--- src/rtl/dvp_rgb444_capture.sv ---
// DVP camera capture: pairs RGB565 bytes into RGB444 pixels, skips settling frames
// after reset and crops each frame to IMAGE_SIZE_H x IMAGE_SIZE_V.
//
// state     | meaning
// ----------+------------------------------------------------------------
// ST_SKIP   | discarding settling frames, counting vsync pulse starts
// ST_WAIT   | between frames, waiting for the vsync pulse to end
// ST_ACTIVE | inside a frame, pairing bytes into pixels
module dvp_rgb444_capture #(
    parameter int IMAGE_SIZE_H   = 512,
    parameter int IMAGE_SIZE_V   = 384,
    parameter int FRAME_SKIP     = 10,
    parameter int VSYNC_ACT_HIGH = 1
) (
    input  logic        i_clk,
    input  logic        i_rstn,
    input  logic        i_cam_vsync,
    input  logic        i_cam_href,
    input  logic [7:0]  i_cam_data,
    output logic        o_rgb565_vde,
    output logic        o_rgb565_vsync,
    output logic [11:0] o_rgb565_data,
    output logic        o_frame_done,
    output logic        o_byte_err
);

    typedef enum logic [1:0] {ST_SKIP, ST_WAIT, ST_ACTIVE} state_t;

    localparam logic [10:0] H_LIM   = 11'(IMAGE_SIZE_H);
    localparam logic [10:0] V_LIM   = 11'(IMAGE_SIZE_V);
    localparam logic [7:0]  SKIP_N  = 8'(FRAME_SKIP);
    localparam logic        VS_POL  = (VSYNC_ACT_HIGH != 0);
    localparam logic [9:0]  CNT_MAX = 10'h3FF;

    state_t      state_q, state_d;
    logic        vsync_q, vsync_d;
    logic        href_q, href_d;
    logic [7:0]  data_q, data_d;
    logic        vs_prev_q, vs_prev_d;
    logic        href_prev_q, href_prev_d;
    logic [7:0]  skip_q, skip_d;
    logic [9:0]  x_q, x_d;
    logic [9:0]  y_q, y_d;
    logic        phase_q, phase_d;
    logic [7:0]  hi_q, hi_d;
    logic        pix_vld_q, pix_vld_d;
    logic [11:0] pix_q, pix_d;
    logic        vde_q, vde_d;
    logic [11:0] rgb_q, rgb_d;
    logic        vs_out_q, vs_out_d;
    logic        done_q, done_d;
    logic        err_q, err_d;

    logic vs_act, vs_rise, vs_fall, href_fall, in_window;

    assign vs_act    = ~(vsync_q ^ VS_POL);
    assign vs_rise   = vs_act & ~vs_prev_q;
    assign vs_fall   = ~vs_act & vs_prev_q;
    assign href_fall = ~href_q & href_prev_q;
    assign in_window = ({1'b0, x_q} < H_LIM) && ({1'b0, y_q} < V_LIM);

    always_comb begin
        vsync_d     = i_cam_vsync;
        href_d      = i_cam_href;
        data_d      = i_cam_data;
        vs_prev_d   = vs_act;
        href_prev_d = href_q;
        state_d     = state_q;
        skip_d      = skip_q;
        x_d         = x_q;
        y_d         = y_q;
        phase_d     = phase_q;
        hi_d        = hi_q;
        pix_vld_d   = 1'b0;
        pix_d       = pix_q;
        vde_d       = pix_vld_q;
        rgb_d       = pix_vld_q ? pix_q : rgb_q;
        done_d      = 1'b0;
        err_d       = 1'b0;

        case (state_q)
            ST_SKIP: begin
                if (skip_q == SKIP_N) begin
                    state_d = ST_WAIT;
                end else if (vs_rise) begin
                    skip_d = skip_q + 8'd1;
                end
            end
            ST_WAIT: begin
                if (vs_fall) begin
                    state_d = ST_ACTIVE;
                    x_d     = '0;
                    y_d     = '0;
                    phase_d = 1'b0;
                end
            end
            ST_ACTIVE: begin
                // vsync start closes the frame and takes priority over any byte
                if (vs_rise) begin
                    state_d = ST_WAIT;
                    done_d  = 1'b1;
                    phase_d = 1'b0;
                end else if (href_q) begin
                    if (!phase_q) begin
                        hi_d    = data_q;
                        phase_d = 1'b1;
                    end else begin
                        phase_d = 1'b0;
                        if (in_window) begin
                            pix_vld_d = 1'b1;
                            pix_d     = {hi_q[7:4], hi_q[2:0], data_q[7], data_q[4:1]};
                        end
                        if (x_q != CNT_MAX) begin
                            x_d = x_q + 10'd1;
                        end
                    end
                end else if (href_fall) begin
                    if (x_q != '0 && y_q != CNT_MAX) begin
                        y_d = y_q + 10'd1;
                    end
                    x_d     = '0;
                    err_d   = phase_q;
                    phase_d = 1'b0;
                end
            end
            default: state_d = ST_SKIP;
        endcase

        vs_out_d = (state_d == ST_ACTIVE);
    end

    always_ff @(posedge i_clk) begin
        if (!i_rstn) begin
            // vsync register starts at its inactive level so no edge is seen out of reset
            vsync_q     <= ~VS_POL;
            href_q      <= 1'b0;
            data_q      <= '0;
            vs_prev_q   <= 1'b0;
            href_prev_q <= 1'b0;
            state_q     <= ST_SKIP;
            skip_q      <= '0;
            x_q         <= '0;
            y_q         <= '0;
            phase_q     <= 1'b0;
            hi_q        <= '0;
            pix_vld_q   <= 1'b0;
            pix_q       <= '0;
            vde_q       <= 1'b0;
            rgb_q       <= '0;
            vs_out_q    <= 1'b0;
            done_q      <= 1'b0;
            err_q       <= 1'b0;
        end else begin
            vsync_q     <= vsync_d;
            href_q      <= href_d;
            data_q      <= data_d;
            vs_prev_q   <= vs_prev_d;
            href_prev_q <= href_prev_d;
            state_q     <= state_d;
            skip_q      <= skip_d;
            x_q         <= x_d;
            y_q         <= y_d;
            phase_q     <= phase_d;
            hi_q        <= hi_d;
            pix_vld_q   <= pix_vld_d;
            pix_q       <= pix_d;
            vde_q       <= vde_d;
            rgb_q       <= rgb_d;
            vs_out_q    <= vs_out_d;
            done_q      <= done_d;
            err_q       <= err_d;
        end
    end

    assign o_rgb565_vde   = vde_q;
    assign o_rgb565_vsync = vs_out_q;
    assign o_rgb565_data  = rgb_q;
    assign o_frame_done   = done_q;
    assign o_byte_err     = err_q;

endmodule
--- config.mk ---
export PLATFORM = sky130hd
export DESIGN_NAME = dvp_rgb444_capture
export DESIGN_NICKNAME = d
export VERILOG_FILES = /design/src/rtl/dvp_rgb444_capture.sv
export SDC_FILE = /design/constraint.sdc
export NUM_CORES = 1
export LEC_CHECK = 0
export BUFFER_PORTS_ARGS = -buffer_cell sky130_fd_sc_hd__buf_2
export CAP_MARGIN = 40
export CORE_MARGIN = 5
export CORE_UTILIZATION = 59
export DETAILED_ROUTE_END_ITERATION = 7
export GPL_ROUTABILITY_DRIVEN = 0
export GPL_TIMING_DRIVEN = 1
export PLACE_DENSITY = 0.91
export SYNTH_ARGS = -nofsm -noshare
export SYNTH_HDL_FRONTEND = slang
export SYNTH_SLANG_ARGS = --single-unit
--- constraint.sdc ---
create_clock -name i_clk -period 2.9 [get_ports i_clk]
set_input_delay 0.58 -clock i_clk [delete_from_list [all_inputs] [get_ports i_clk]]
set_output_delay 0.58 -clock i_clk [all_outputs]
set_load 0.005 [all_outputs]
# ---- Yosys cells after proc, flatten, opt, wreduce, memory -nomap -nowiden
# Cells that the tools add are included.
dict set report word_totals {
  register_bits 80
  in_bits 12
  wordCells 88
}
dict set report op_classes {
  n_addsub 3
  n_lt_le_gt_ge 2
  n_eq_ne 15
  muxes 24
  bitwise_logic 12
  n_reduce_logical 14
}
# cell n
set op_table {}
lappend op_table {{$mux W10} 10}
lappend op_table {{$pmux W10 S2} 2}
lappend op_table {{$add A10 B1 Y10 const B} 2}
lappend op_table {{$ne A10 B10 Y1 const B} 2}
lappend op_table {{$reduce_and A6 Y1} 2}
lappend op_table {{$lt A10 B10 Y1 const B} 1}
lappend op_table {{$lt A10 B9 Y1 const B} 1}
lappend op_table {{$ne A2 B2 Y1 const B} 5}
lappend op_table {{$reduce_bool A10 Y1} 1}
lappend op_table {{$reduce_or A5 Y1} 2}
lappend op_table {{$ne A3 B3 Y1 const B} 3}
lappend op_table {{$not A1 Y1} 9}
lappend op_table {{$add A8 B1 Y8 const B} 1}
lappend op_table {{$eq A8 B4 Y1 const B} 1}
lappend op_table {{$mux W1} 7}
lappend op_table {{$mux W2} 3}
lappend op_table {{$pmux W2 S3} 1}
lappend op_table {{$reduce_and A3 Y1} 2}
lappend op_table {{$reduce_and A5 Y1} 1}
lappend op_table {{$eq A2 B2 Y1 const B} 2}
lappend op_table {{$ne A4 B4 Y1 const B} 1}
lappend op_table {{$reduce_and A4 Y1} 1}
lappend op_table {{$and A1 B1 Y1} 3}
lappend op_table {{$eq A2 B1 Y1 const B} 1}
lappend op_table {{5 further kinds} 6}

# ---- Logic depth before layout (Yosys ltp)
# Gate-level depths: netlist of run 1.
dict set report depth {
  word_depth 7
  depth_mapped 9
}

# ---- Least setup slack after synthesis of run 1
# Ideal clock, no wire load.
dict set report synth_path {
  path_type {reg2reg}
  from {reg state_q[0]}
  to {reg x_q[6]}
  setup_time_ps 70
  arrival_time_ps 2132
  required_time_ps 2830
  setup_slack_ps 698
  stages_incl_launch_ff 10
  path_buffers 2
  synth_period_minus_slack_ps 2202
  cell_sequence {dfxtp_1 > inv_1 > ha_1 > buf_6 > inv_4 > o31a_1 > a311o_1 > buf_6 > or4_1 > a21oi_1}
}
dict set report synth_via {
  elab_chain_cells 3
  elab_cells_between_ends 10
  classes_between {eq/ne (7); mux (1); reduce/logical (2)}
}
# element line
set synth_lines {}
lappend synth_lines {{start: declaration} 35} ;# state_t state_q, state_d;
lappend synth_lines {{start signal: assignment} 159} ;# state_q <= state_d;
lappend synth_lines {{$eq A2 B2 Y1 or $eq A2 B1 Y1 (tied branches)} 81} ;# case (state_q)
lappend synth_lines {{$ne A3 B3 Y1 (no line) (tied with other cells)} n/a}
lappend synth_lines {{$reduce_and A6 Y1 (no line)} n/a}
lappend synth_lines {{end signal: assignment} 142} ;# x_q <= '0;
lappend synth_lines {{end signal: assignment} 161} ;# x_q <= x_d;
lappend synth_lines {{end: declaration} 42} ;# logic [9:0] x_q, x_d;
# Several ways; a longest one is shown, not always the timed one.
# A chain may end at the register's enable or synchronous reset.

# ---- Final worst setup path of run 1
# Same ends and word-level chain as after synthesis.

==> results by group, run 1 <==
Clock tree
  • Clk root buf: clkbuf_8
  • Post-CTS sizing: 0
  • CTS tree: yes
  • Worst-Skew Late Latency: 350 ps
  • Longest Clk Path Bufs: 2
  • CTS H-tree depth: 3
  • Register clock-pin slew on the reported worst setup and hold paths: 80 ps
  • CTS Buf Count: 9
  • Post-CTS Hold Fix Bufs: 0
  • Post-CTS Setup Bufs: 0
  • Sink Count: 79

Timing
  • Number of setup violations in the final report: 0
  • RSZ-0062 raised after global routing: no
  • Final Max Slew Viols: 0
  • Least-Margin Pin Slew: 747 ps
  • Minimum clock period: 2300 ps
  • Slew HR: 50.2%
  • Setup TNS: 0 ps
  • Final-report hold violation count: 0
  • Final Skew: 9.36 ps
  • Max Clk Rate: 0.435 GHz
  • Post-route clock period utilization: 79.4%

Synth
  • #FFs+latches synth: 79
  • Syn Inst Count: 358
  • Syn nets: 379
  • Netlist Area Pre-Place: 3340 um2
  • Avg Inst Size Synth: 9.32 um2
  • YS warnings: 0
  • Fraction of registers with async set or reset after synthesis: 0%
  • Predominant post-synthesis flop cell: dfxtp_1
  • EDFF count, synth: 0
  • Seq/Total Area, Yosys: 47.4%
  • Post-synthesis cell type count: 51

Critical path
  • Top delay family on crit path: compound AO/OA/AOI/OAI gates
  • Setup CP Type: reg -> reg
  • Crit path capture type: flop
  • CP bufs+invs: 2
  • Arrival time at the worst endpoint: 2580 ps
  • Worst path max stage delay: 540 ps
  • Slowest cell on the critical path: or4_1
  • Critical Path Fanout Max: 12
  • Worst path cell trace: inv_1 -> ha_1 -> inv_4 -> o31a_1 -> a311o_1 -> or4_1 -> a21oi_1
  • Critical Path RT: 3180 ps
  • Critical Path Source Type: flop

Global routing
  • Grt ovf: 0
  • First-pass GRT wire length: 11.9 mm
  • Largest net degree at the start of global routing: 38
  • Initial antenna violation count: 0
  • Vias in the first global route: 2629
  • Overall track demand over capacity in global routing: 20.3%

Final layout
  • Fin area: 3750 um2
  • Antenna cells: 0
  • Final Util: 68.1%
  • Area Growth Syn to Fin: 12.3%
  • Most frequent cells in the layout: dfxtp_1 (79), nor2_1 (52), mux2i_1 (32)
  • Most common cell after layout, fill and taps aside: dfxtp_1
  • Reg area: 1580 um2
  • Final #Nets: 406
  • Fill cell count: 403
  • Final Non-Filler Cells: 461
  • Multi-input gate area: 1620 um2
  • Layout cells sized above 1: 13.6%

Min path
  • Hold Path Class: in -> reg

Floorplan
  • Number of I/O pins: 28
  • Die area: 7260 um2
  • CORE AREA: 5510 um2
  • # rows: 27
  • Die Y: 85.2 um
  • Initial Util: 60.6%
  • Die width: 85.2 um

Route
  • DR top layer: met4
  • Met3 wire len: 434 um
  • Via count: 2755
  • Detailed Route WL: 6.96 mm
  • Drt wl/cell: 15.1 um
  • Met2 wire length: 3.45 mm
  • Vias per cell: 5.98
  • DR iter-0 viols: 196
  • DR pass1 iterations: 5
  • ANT nets after route: 0
  • Met1 WL: 2.90 mm
  • Remaining DRCs: 0

Placement
  • Detailed placer's ending HPWL: 4.72 mm
  • DP Area: 3530 um2
  • # port buffers: 27
  • Placed Instances: 446

Job
  • Max_cap viols: 0

Status
  • Outcome: completed

Power and ir drop
  • Leakage power: 0.00148 uW
  • Cell area power density: 545 nW/um2
  • Peak VDD IR: 0.482 mV
-- state kept, by name (all words and copies together), names as in the netlist, 2 cells and up --
register and flops:
x_q 10, y_q 10, hi_q 7, pix_q 12, skip_q 8, state_q 2, data_q 8, o_rgb565_data 12
-- logic make-up after synthesis --
| group | count (synthesis) | synth area share (%) |
|---|---|---|
| flip-flops | 79 | 47.4 |
| XOR/XNOR | 7 | 1.84 |
| adder cells (fa/ha/maj) | 10 | 3.67 |
| AND/OR/NAND/NOR | 146 | 21.7 |
| buffers and inverters | 31 | 4.05 |
| AO/OA/AOI/OAI | 53 | 11.7 |
| multiplexers | 32 | 9.60 |
-- final cells by class --
cell class              count  share of cell area (%)
clock buffers              11                    3.77
clock inverters             4                    2.07
inverters                  14                    1.47
multi-input cells         248                    43.3
flip-flops and latches     79                    42.2
well taps                  72                    2.40
repair buffers             33                    4.81
-- worst paths after layout --
kind            startpoint   endpoint  slack [ps]  cells after the start
max reg2reg     state_q[0]     x_q[6]         600                      7
max             state_q[0]     x_q[6]         600                      7
min          i_cam_data[3]  data_q[3]         430                      2
min reg2reg      data_q[3]   pix_q[2]         470                      2
-- per-layer routing --
| layer | up-vias | track usage (%) |
|---|---|---|
| met2 | 96 | 33.3 |
| met1 | 1308 | 24.1 |
| li1 | 1329 | - |
| met3 | 22 | 5.83 |
| met4 | 0 | 10.1 |
| met5 | - | 0 |
-- stage by stage --
stage | hold WS, ps | worst slack [ps] | power, uW
2_1_floorplan | 437 | 698 | 1160
6_report | 431 | 599 | 2040
3_3_place_gp | 441 | 697 | 1170
4_1_cts | 417 | 598 | 2060
3_5_place_dp | 462 | 630 | 1180
5_1_grt | 425 | 466 | 2120
-- where the power goes --
part | internal (uW) | switching (uW)
logic | 18.1 | 32.7
clock network | 510 | 382
registers | 1090 | 7.11
total | 1620 | 421
-- cells in the mapped netlist (all sizes together) (8+ instances only) --
| cell | count | area share [%] |
|---|---|---|
| dfxtp | 79 | 47 |
| nand3 | 11 | 1.6 |
| buf | 8 | 1.4 |
| nor2 | 52 | 5.8 |
| nor3 | 11 | 1.8 |
| clkbuf | 9 | 1.0 |
| mux2i | 32 | 9.6 |
| nand4 | 8 | 1.5 |
| and2 | 12 | 2.2 |
| a21oi | 10 | 1.5 |
| ha | 9 | 3.4 |
| nand2 | 23 | 2.6 |
| inv | 14 | 1.6 |
Power figures use the tool's default switching activity.
==> run 2: changes to the inputs <==
Settings changed: ABC_AREA from default to 1, CORE_UTILIZATION 59 to 54, PLACE_DENSITY 0.91 to 0.88.
Clock period 2.9 ns to 1.9 ns, I/O delays scaled along.
==> run 2 against run 1 <==
Worst hold slack got worse by 230 ps. Global-route usage decreased by 1.6 points. Clock skew about the same. Area after synthesis increased by 9.7%. Register-to-register slack got worse by 350 ps. Critical endpoint is now pix_q[1]. Largest cell class unchanged.
==> results by group, run 2 <==
Final layout
  • Most frequent cells in the layout: nand2_1 (101), nor2_1 (100), dfxtp_1 (79)
  • Area Growth Syn to Fin: 10.8%
  • Antenna cells: 0 (unchanged)
  • Final #Nets: 555 (+37%)
  • Fill cell count: 597 (+48%)
  • Layout cells sized above 1: 15.8% (+2.1 points)
  • Most common cell after layout, fill and taps aside: nand2_1
  • Fin area: 4060 um2 (+8.2%)
  • Multi-input gate area: 1770 um2 (+9.3%)
  • Reg area: 1580 um2 (unchanged)

Critical path
  • Worst R2R Start: href_prev_d
  • FF-to-FF End: pix_q[1]
  • Critical Path Fanout Max: 14 (+2)
  • R2R Setup Slk: 250 ps (-350 ps)
  • Setup CP Type: reg -> reg
  • Arrival time at the worst endpoint: 1950 ps (-630 ps)
  • Critical Path Source Type: flop
  • Slowest cell on the critical path: dfxtp_1
  • Critical Path RT: 2200 ps (-980 ps)
  • Worst path max stage delay: 610 ps (+70 ps)
  • Worst Reg-to-Reg Cells: 6 (-1)
  • Worst path cell trace: nand2_2 -> nor4_2 -> nand2_2 -> inv_2 -> nor2_1 -> nor2_1
  • Crit path capture type: flop
  • CP bufs+invs: 1 (-1)
  • Top delay family on crit path: simple AND/OR/NAND/NOR gates

Power and ir drop
  • Sw Pwr: 727 uW (+72%)
  • Leakage power: 0.00184 uW (+24%)
  • Switching Share: 24.6% (+4.0 points)
  • Logic pwr share: 3.0% (+0.5 points)
  • Clock power frac: 40.1% (-3.5 points)
  • Final Power: 2960 uW (+45%)
  • Peak VDD IR: 0.527 mV (+9.5%)
  • Sequential power share: 56.9% (+3.0 points)
  • Cell area power density: 729 nW/um2 (+34%)
  • Internal power: 2230 uW (+37%)

Status
  • Outcome: completed

Synth
  • Syn nets: 524 (+38%)
  • Most frequent cells after synthesis: nand2_1 (101), nor2_1 (100), dfxtp_1 (79)
  • Largest area contributor in the netlist: dfxtp_1
  • Post-Synth Simple-Gate Area: 35.4% (+14 points)
  • Ranking of synthesized cells by area: dfxtp_1 (43%), nand2_1 (10%), nor2_1 (10%), inv_1 (5.4%), nand3_1 (4.4%)
  • EDFF count, synth: 0 (unchanged)
  • Post-synthesis cell type count: 36 (-29%)
  • Netlist Area Pre-Place: 3660 um2 (+9.7%)
  • #FFs+latches synth: 79 (unchanged)
  • XOR/XNOR Fraction of Synth Area: 0.957% (-0.88 points)
  • Post-synthesis adder-cell area fraction: 3.07% (-0.60 points)
  • Post-synthesis mux area share: 0% (-9.6 points)
  • Yosys top cell area share: 43.2% (-4.2 points)
  • Syn Inst Count: 503 (+41%)
  • Seq/Total Area, Yosys: 43.2% (-4.2 points)
  • Predominant post-synthesis flop cell: dfxtp_1
  • Avg Inst Size Synth: 7.28 um2 (-22%)
  • Fraction of registers with async set or reset after synthesis: 0% (unchanged)
  • YS warnings: 0 (unchanged)
  • Compound-Gate Fraction of Synth Area: 8.92% (-2.8 points)
  • Most common cell in the synthesized netlist: nand2_1
  • Main combinational cell family by area after synthesis: simple AND/OR/NAND/NOR gates

Route
  • Via count: 3189 (+16%)
  • Detailed Route WL: 7.50 mm (+7.8%)
  • DR pass1 iterations: 5 (unchanged)
  • Drt wl/cell: 12.1 um (-20%)
  • Remaining DRCs: 0 (unchanged)
  • ANT nets after route: 0 (unchanged)
  • DR iter-0 viols: 151 (-23%)
  • Vias per cell: 5.15 (-14%)

Global routing
  • Grt ovf: 0 (unchanged)
  • Overall track demand over capacity in global routing: 18.7% (-1.6 points)
  • First-pass GRT wire length: 13.0 mm (+9.5%)
  • Vias in the first global route: 3035 (+15%)
  • Largest net degree at the start of global routing: 36 (-5.3%)
  • Initial antenna violation count: 0 (unchanged)

Timing
  • RSZ-0062 raised after global routing: no
  • Slew HR: 69.5% (+19 points)
  • Minimum clock period: 1650 ps (-649 ps)
  • Final-report hold violation count: 0 (unchanged)
  • Final Max Slew Viols: 0 (unchanged)
  • Final Skew: 8.97 ps (-0.390 ps)
  • Post-route clock period utilization: 87.0% (+7.6 points)
  • Max Clk Rate: 0.605 GHz (+39%)
  • Number of setup violations in the final report: 0 (unchanged)
  • Least-Margin Pin Slew: 456 ps (-290 ps)
  • Setup TNS: 0 ps (unchanged)

Clock tree
  • CTS Buf Count: 9 (unchanged)
  • Sink Count: 79 (unchanged)
  • Longest Clk Path Bufs: 2 (unchanged)
  • CTS tree: yes
  • Post-CTS Setup Bufs: 0 (unchanged)
  • Worst-Skew Late Latency: 360 ps (about the same)
  • Register clock-pin slew on the reported worst setup and hold paths: 90 ps (about the same)
  • Post-CTS Hold Fix Bufs: 0 (unchanged)
  • Clk root buf: clkbuf_8
  • CTS H-tree depth: 3 (unchanged)

Placement
  • Detailed placer's ending HPWL: 5.56 mm (+18%)
  • # port buffers: 27 (unchanged)
  • DP Area: 3860 um2 (+9.5%)

Min path
  • Hold path startpoint: i_cam_data[4]
  • Hold Path Depth: 3 (+1)
  • Hold Path Class: in -> reg
  • Hold Path End: data_q[4]

Floorplan
  • CORE AREA: 6680 um2 (+21%)
  • Die width: 92.4 um (+8.4%)
  • Number of I/O pins: 28 (unchanged)
  • Die area: 8530 um2 (+17%)
  • Initial Util: 54.8% (-5.8 points)
  • Die Y: 92.4 um (+8.4%)
  • # rows: 30 (+11%)

Job
  • Max_cap viols: 0 (unchanged)
==> run 2: cell count changes after synthesis, sizes merged, moves of 7 or more <==
cell / delta
a21oi: +11
and2: -11
inv: +44
mux2i: -32
nand2: +92
nand3: +23
nor2: +55
o21ai: +34
or4: -7
==> run 2: cell type report <==
cell class	instances	area share [%]
timing repair buffer	34	4.63
multi-input combinational	351	43.7
sequential	79	39.0
clock inverter	6	1.26
tap	80	2.47
inverter	59	5.58
clock buffer	10	3.39
==> run 2: kinds of logic after synthesis <==
group	Yosys count
fa+ha+maj	9
compound gates	63
flops	79
simple gates	275
buf+inv	73
xor+xnor	4
==> run 2: layer usage <==
metal  vias up  share of wire, %  track usage (%)
met5         -                 0                0
met1      1458                42             21.8
met4         0               1.3             6.06
met3        10               5.7             4.96
li1       1642                 -                -
met2        79                51             33.2
==> run 2: tightest hold or removal path: cells and delay by family <==
family / cells / cell delay, ps
simple gates: 1 / 40
buf+inv: 2 / 120
==> run 2: repair_timing <==
action | 4_1_cts | 5_1_grt
endpoints found under the setup margin | 0 | 4
resized for setup | 0 | 1
hold endpoints to repair | 0 | 0
==> run 2: how the worst max path moves through the flow <==
| stage | startpoint | end | slack (ps) | depth (start not counted) |
|---|---|---|---|---|
| floorplan | state_q[0] | x_q[1] | 360 | 11 |
| global placement | state_q[0] | y_q[5] | 230 | 11 |
| detailed placement | state_q[0] | x_q[1] | 130 | 11 |
| CTS | state_q[0] | x_q[1] | 130 | 11 |
| global route | href_prev_d | pix_q[2] | 60 | 6 |
| finish | href_prev_d | pix_q[1] | 250 | 6 |
==> run 2: power by group through the flow <==
stage	Clock (uW)	Sequential, uW	Combinational (uW)
4_1_cts	1210	1680	88.0
6_report	1190	1680	88.0
5_1_grt	1280	1680	99.7
3_5_place_dp	0	1720	87.6
3_3_place_gp	0	1720	84.5
2_1_floorplan	0	1720	60.5
==> run 2: per-stage QoR <==
stage	setup slack (ps)	hold slack [ps]	cells	utilization (%)
2_1_floorplan	361	431	503	-
5_1_grt	56.4	192	619	60.7
6_report	248	201	619	60.7
3_5_place_dp	130	460	603	57.8
3_3_place_gp	233	439	603	57.8
4_1_cts	130	187	619	60.7
==> run 3: changes to the inputs <==
--- a/config.mk
+++ b/config.mk
@@ -10,2 +10,3 @@
 export CAP_MARGIN = 40
+export CORE_ASPECT_RATIO = 0.7
 export CORE_MARGIN = 5
==> constraint.sdc (replaced) <==
create_clock -name i_clk -period 1.9 [get_ports i_clk]
set_input_delay 0.19 -clock i_clk [delete_from_list [all_inputs] [get_ports i_clk]]
set_output_delay 0.19 -clock i_clk [all_outputs]
set_load 0.005 [all_outputs]
==> run 3 against run 2 <==
Final cell count rose by 2.4%. Via count rose by 0.22%. Critical path depth rose by 3. First-iteration DRC count rose by 11%. Wire length rose by 3.7%. Critical path type unchanged. Largest cell class unchanged.
==> results by group, run 3 (synthesized netlist as in run 2, its figures left out) <==
Status
  • Outcome: completed

Critical path
  • CP bufs+invs: 2 (+1)
  • Slowest cell on the critical path: dfxtp_1
  • Top delay family on crit path: simple AND/OR/NAND/NOR gates
  • Arrival time at the worst endpoint: 1970 ps (+20 ps)
  • Worst R2R Start: skip_q[0]
  • Setup crit end: skip_q[2]
  • Top cell by count, worst path: nand2_1
  • Worst path max stage delay: 380 ps (-230 ps)
  • Critical Path Fanout Max: 7 (-7)
  • Setup CP Type: reg -> reg
  • Worst path cell trace: inv_1 -> ha_1 -> nand2_1 -> o21ai_1 -> nor2_1 -> buf_4 -> nand3_1 -> nand2_1 -> a21oi_1
  • CP startpoint: skip_q[0]
  • Crit path capture type: flop
  • R2R Setup Slk: 180 ps (-70 ps)
  • Crit path depth: 9 (+3)
  • Worst Reg-to-Reg Cells: 9 (+3)
  • FF-to-FF End: skip_q[2]
  • Critical Path Source Type: flop
  • Critical Path RT: 2150 ps (-50 ps)

Timing
  • Worst setup margin: 183 ps (-65.2 ps)
  • Final Skew: 10.8 ps (+1.81 ps)
  • Hold Slack: 13.6 ps (-187 ps)
  • Max Clk Rate: 0.582 GHz (-3.8%)
  • Number of setup violations in the final report: 0 (unchanged)
  • Minimum clock period: 1720 ps (+65.2 ps)
  • Final Max Slew Viols: 0 (unchanged)
  • Setup TNS: 0 ps (unchanged)
  • Post-route clock period utilization: 90.4% (+3.4 points)
  • RSZ-0062 raised after global routing: no
  • Final-report hold violation count: 0 (unchanged)
  • Least-Margin Pin Slew: 519 ps (+62.7 ps)
  • Slew HR: 65.4% (-4.1 points)

Global routing
  • Grt ovf: 0 (unchanged)
  • Vias in the first global route: 3088 (+1.7%)
  • Initial antenna violation count: 0 (unchanged)
  • Overall track demand over capacity in global routing: 19.9% (+1.2 points)
  • Largest net degree at the start of global routing: 59 (+64%)
  • First-pass GRT wire length: 13.6 mm (+4.1%)

Final layout
  • Fill cell count: 570 (-4.5%)
  • Final #Nets: 556 (+0.18%)
  • Layout cells sized above 1: 15.9% (+0.16 points)
  • Most common cell after layout, fill and taps aside: nand2_1
  • Most frequent cells in the layout: nand2_1 (101), nor2_1 (100), dfxtp_1 (79)
  • Final Non-Filler Cells: 634 (+2.4%)
  • Antenna cells: 0 (unchanged)
  • Area Growth Syn to Fin: 11.7%

Power and ir drop
  • Final Power: 3000 uW (+1.4%)
  • Cell area power density: 733 nW/um2 (+0.61%)
  • Switching Share: 23.0% (-1.5 points)
  • Sw Pwr: 691 uW (-4.9%)
  • Leakage power: 0.00184 uW (about the same)
  • Peak VDD IR: 0.439 mV (-17%)
  • Logic pwr share: 3.0% (about the same)
  • Internal power: 2310 uW (+3.5%)
  • Sequential power share: 56.1% (-0.8 points)
  • Clock power frac: 40.9% (+0.8 points)

Floorplan
  • Initial Util: 55.0% (+0.15 points)
  • Die width: 108 um (+17%)
  • # rows: 25 (-17%)
  • Die Y: 78.9 um (-15%)
  • CORE AREA: 6660 um2 (-0.28%)
  • Die area: 8560 um2 (+0.31%)
  • Number of I/O pins: 28 (unchanged)

Placement
  • # port buffers: 27 (unchanged)
  • Setup Slack @ Placement: 84.0 ps (-46.2 ps)
  • Placed Instances: 618 (+2.5%)
  • Detailed placer's ending HPWL: 5.59 mm (+0.52%)

Route
  • Detailed Route WL: 7.78 mm (+3.7%)
  • ANT nets after route: 0 (unchanged)
  • Remaining DRCs: 0 (unchanged)
  • DR pass1 iterations: 6 (+1)
  • Drt wl/cell: 12.3 um (+1.2%)
  • Via count: 3196 (+0.22%)
  • Vias per cell: 5.04 (-2.2%)
  • DR iter-0 viols: 168 (+11%)

Clock tree
  • Longest Clk Path Bufs: 2 (unchanged)
  • Worst-Skew Late Latency: 350 ps (about the same)
  • CTS Buf Count: 9 (unchanged)
  • Post-CTS Hold Fix Bufs: 0 (unchanged)
  • Sink Count: 79 (unchanged)
  • Register clock-pin slew on the reported worst setup and hold paths: 80 ps (about the same)
  • Clk root buf: clkbuf_8
  • CTS tree: yes
  • Post-CTS Setup Bufs: 0 (unchanged)
  • Post-CTS sizing: 0 (unchanged)
  • CTS H-tree depth: 3 (unchanged)

Job
  • Max_cap viols: 0 (unchanged)

Min path
  • Hold Path Class: in -> reg
-- run 3: power groups by stage --
stage | clock, uW | combinational [uW] | sequential (uW)
2_1_floorplan | 0 | 60.5 | 1720
3_3_place_gp | 0 | 84.9 | 1720
3_5_place_dp | 0 | 88.5 | 1720
4_1_cts | 1250 | 88.6 | 1680
5_1_grt | 1330 | 101 | 1690
6_report | 1230 | 88.9 | 1680
-- run 3: cell type report --
class	instances	area (um2)	share of cell area (%)
repair buffers	35	195	4.77
flip-flops and latches	79	1580	38.7
multi-input cells	351	1770	43.3
clock buffers	9	124	3.03
well taps	94	118	2.88
clock inverters	7	72.6	1.77
inverters	59	226	5.54
-- run 3: through the flow --
| step | instance area (um2) | utilization, % |
|---|---|---|
| floorplan | 3660 | - |
| detailed placement | 3890 | 58.4 |
| global placement | 3890 | 58.4 |
| CTS | 4090 | 61.3 |
| finish | 4090 | 61.4 |
| global route | 4090 | 61.4 |
-- run 3: how the worst min path moves through the flow --
stage	from	end	slack (ps)	cells past startpoint
floorplan	i_cam_data[0]	data_q[0]	290	2
global placement	i_cam_data[4]	data_q[4]	370	3
detailed placement	i_cam_data[3]	data_q[3]	380	3
CTS	i_cam_data[5]	data_q[5]	1	3
global route	i_cam_data[4]	data_q[4]	6	3
finish	i_cam_data[5]	data_q[5]	10	3
-- run 3: routing by layer --
layer,global-route usage [%],vias up,wire [um]
met5,0,-,0
met4,6.56,0,97
met3,5.77,10,433
met2,32.2,88,3570
met1,25.4,1450,3680
li1,-,1648,-
-- run 3: worst reg2reg max path, cell delays in order, from the launching register on --
cell	delay [ps]
dfxtp_1	380
inv_1	70
ha_1	190
nand2_1	90
o21ai_1	110
nor2_1	360
buf_4	220
nand3_1	80
nand2_1	80
a21oi_1	40
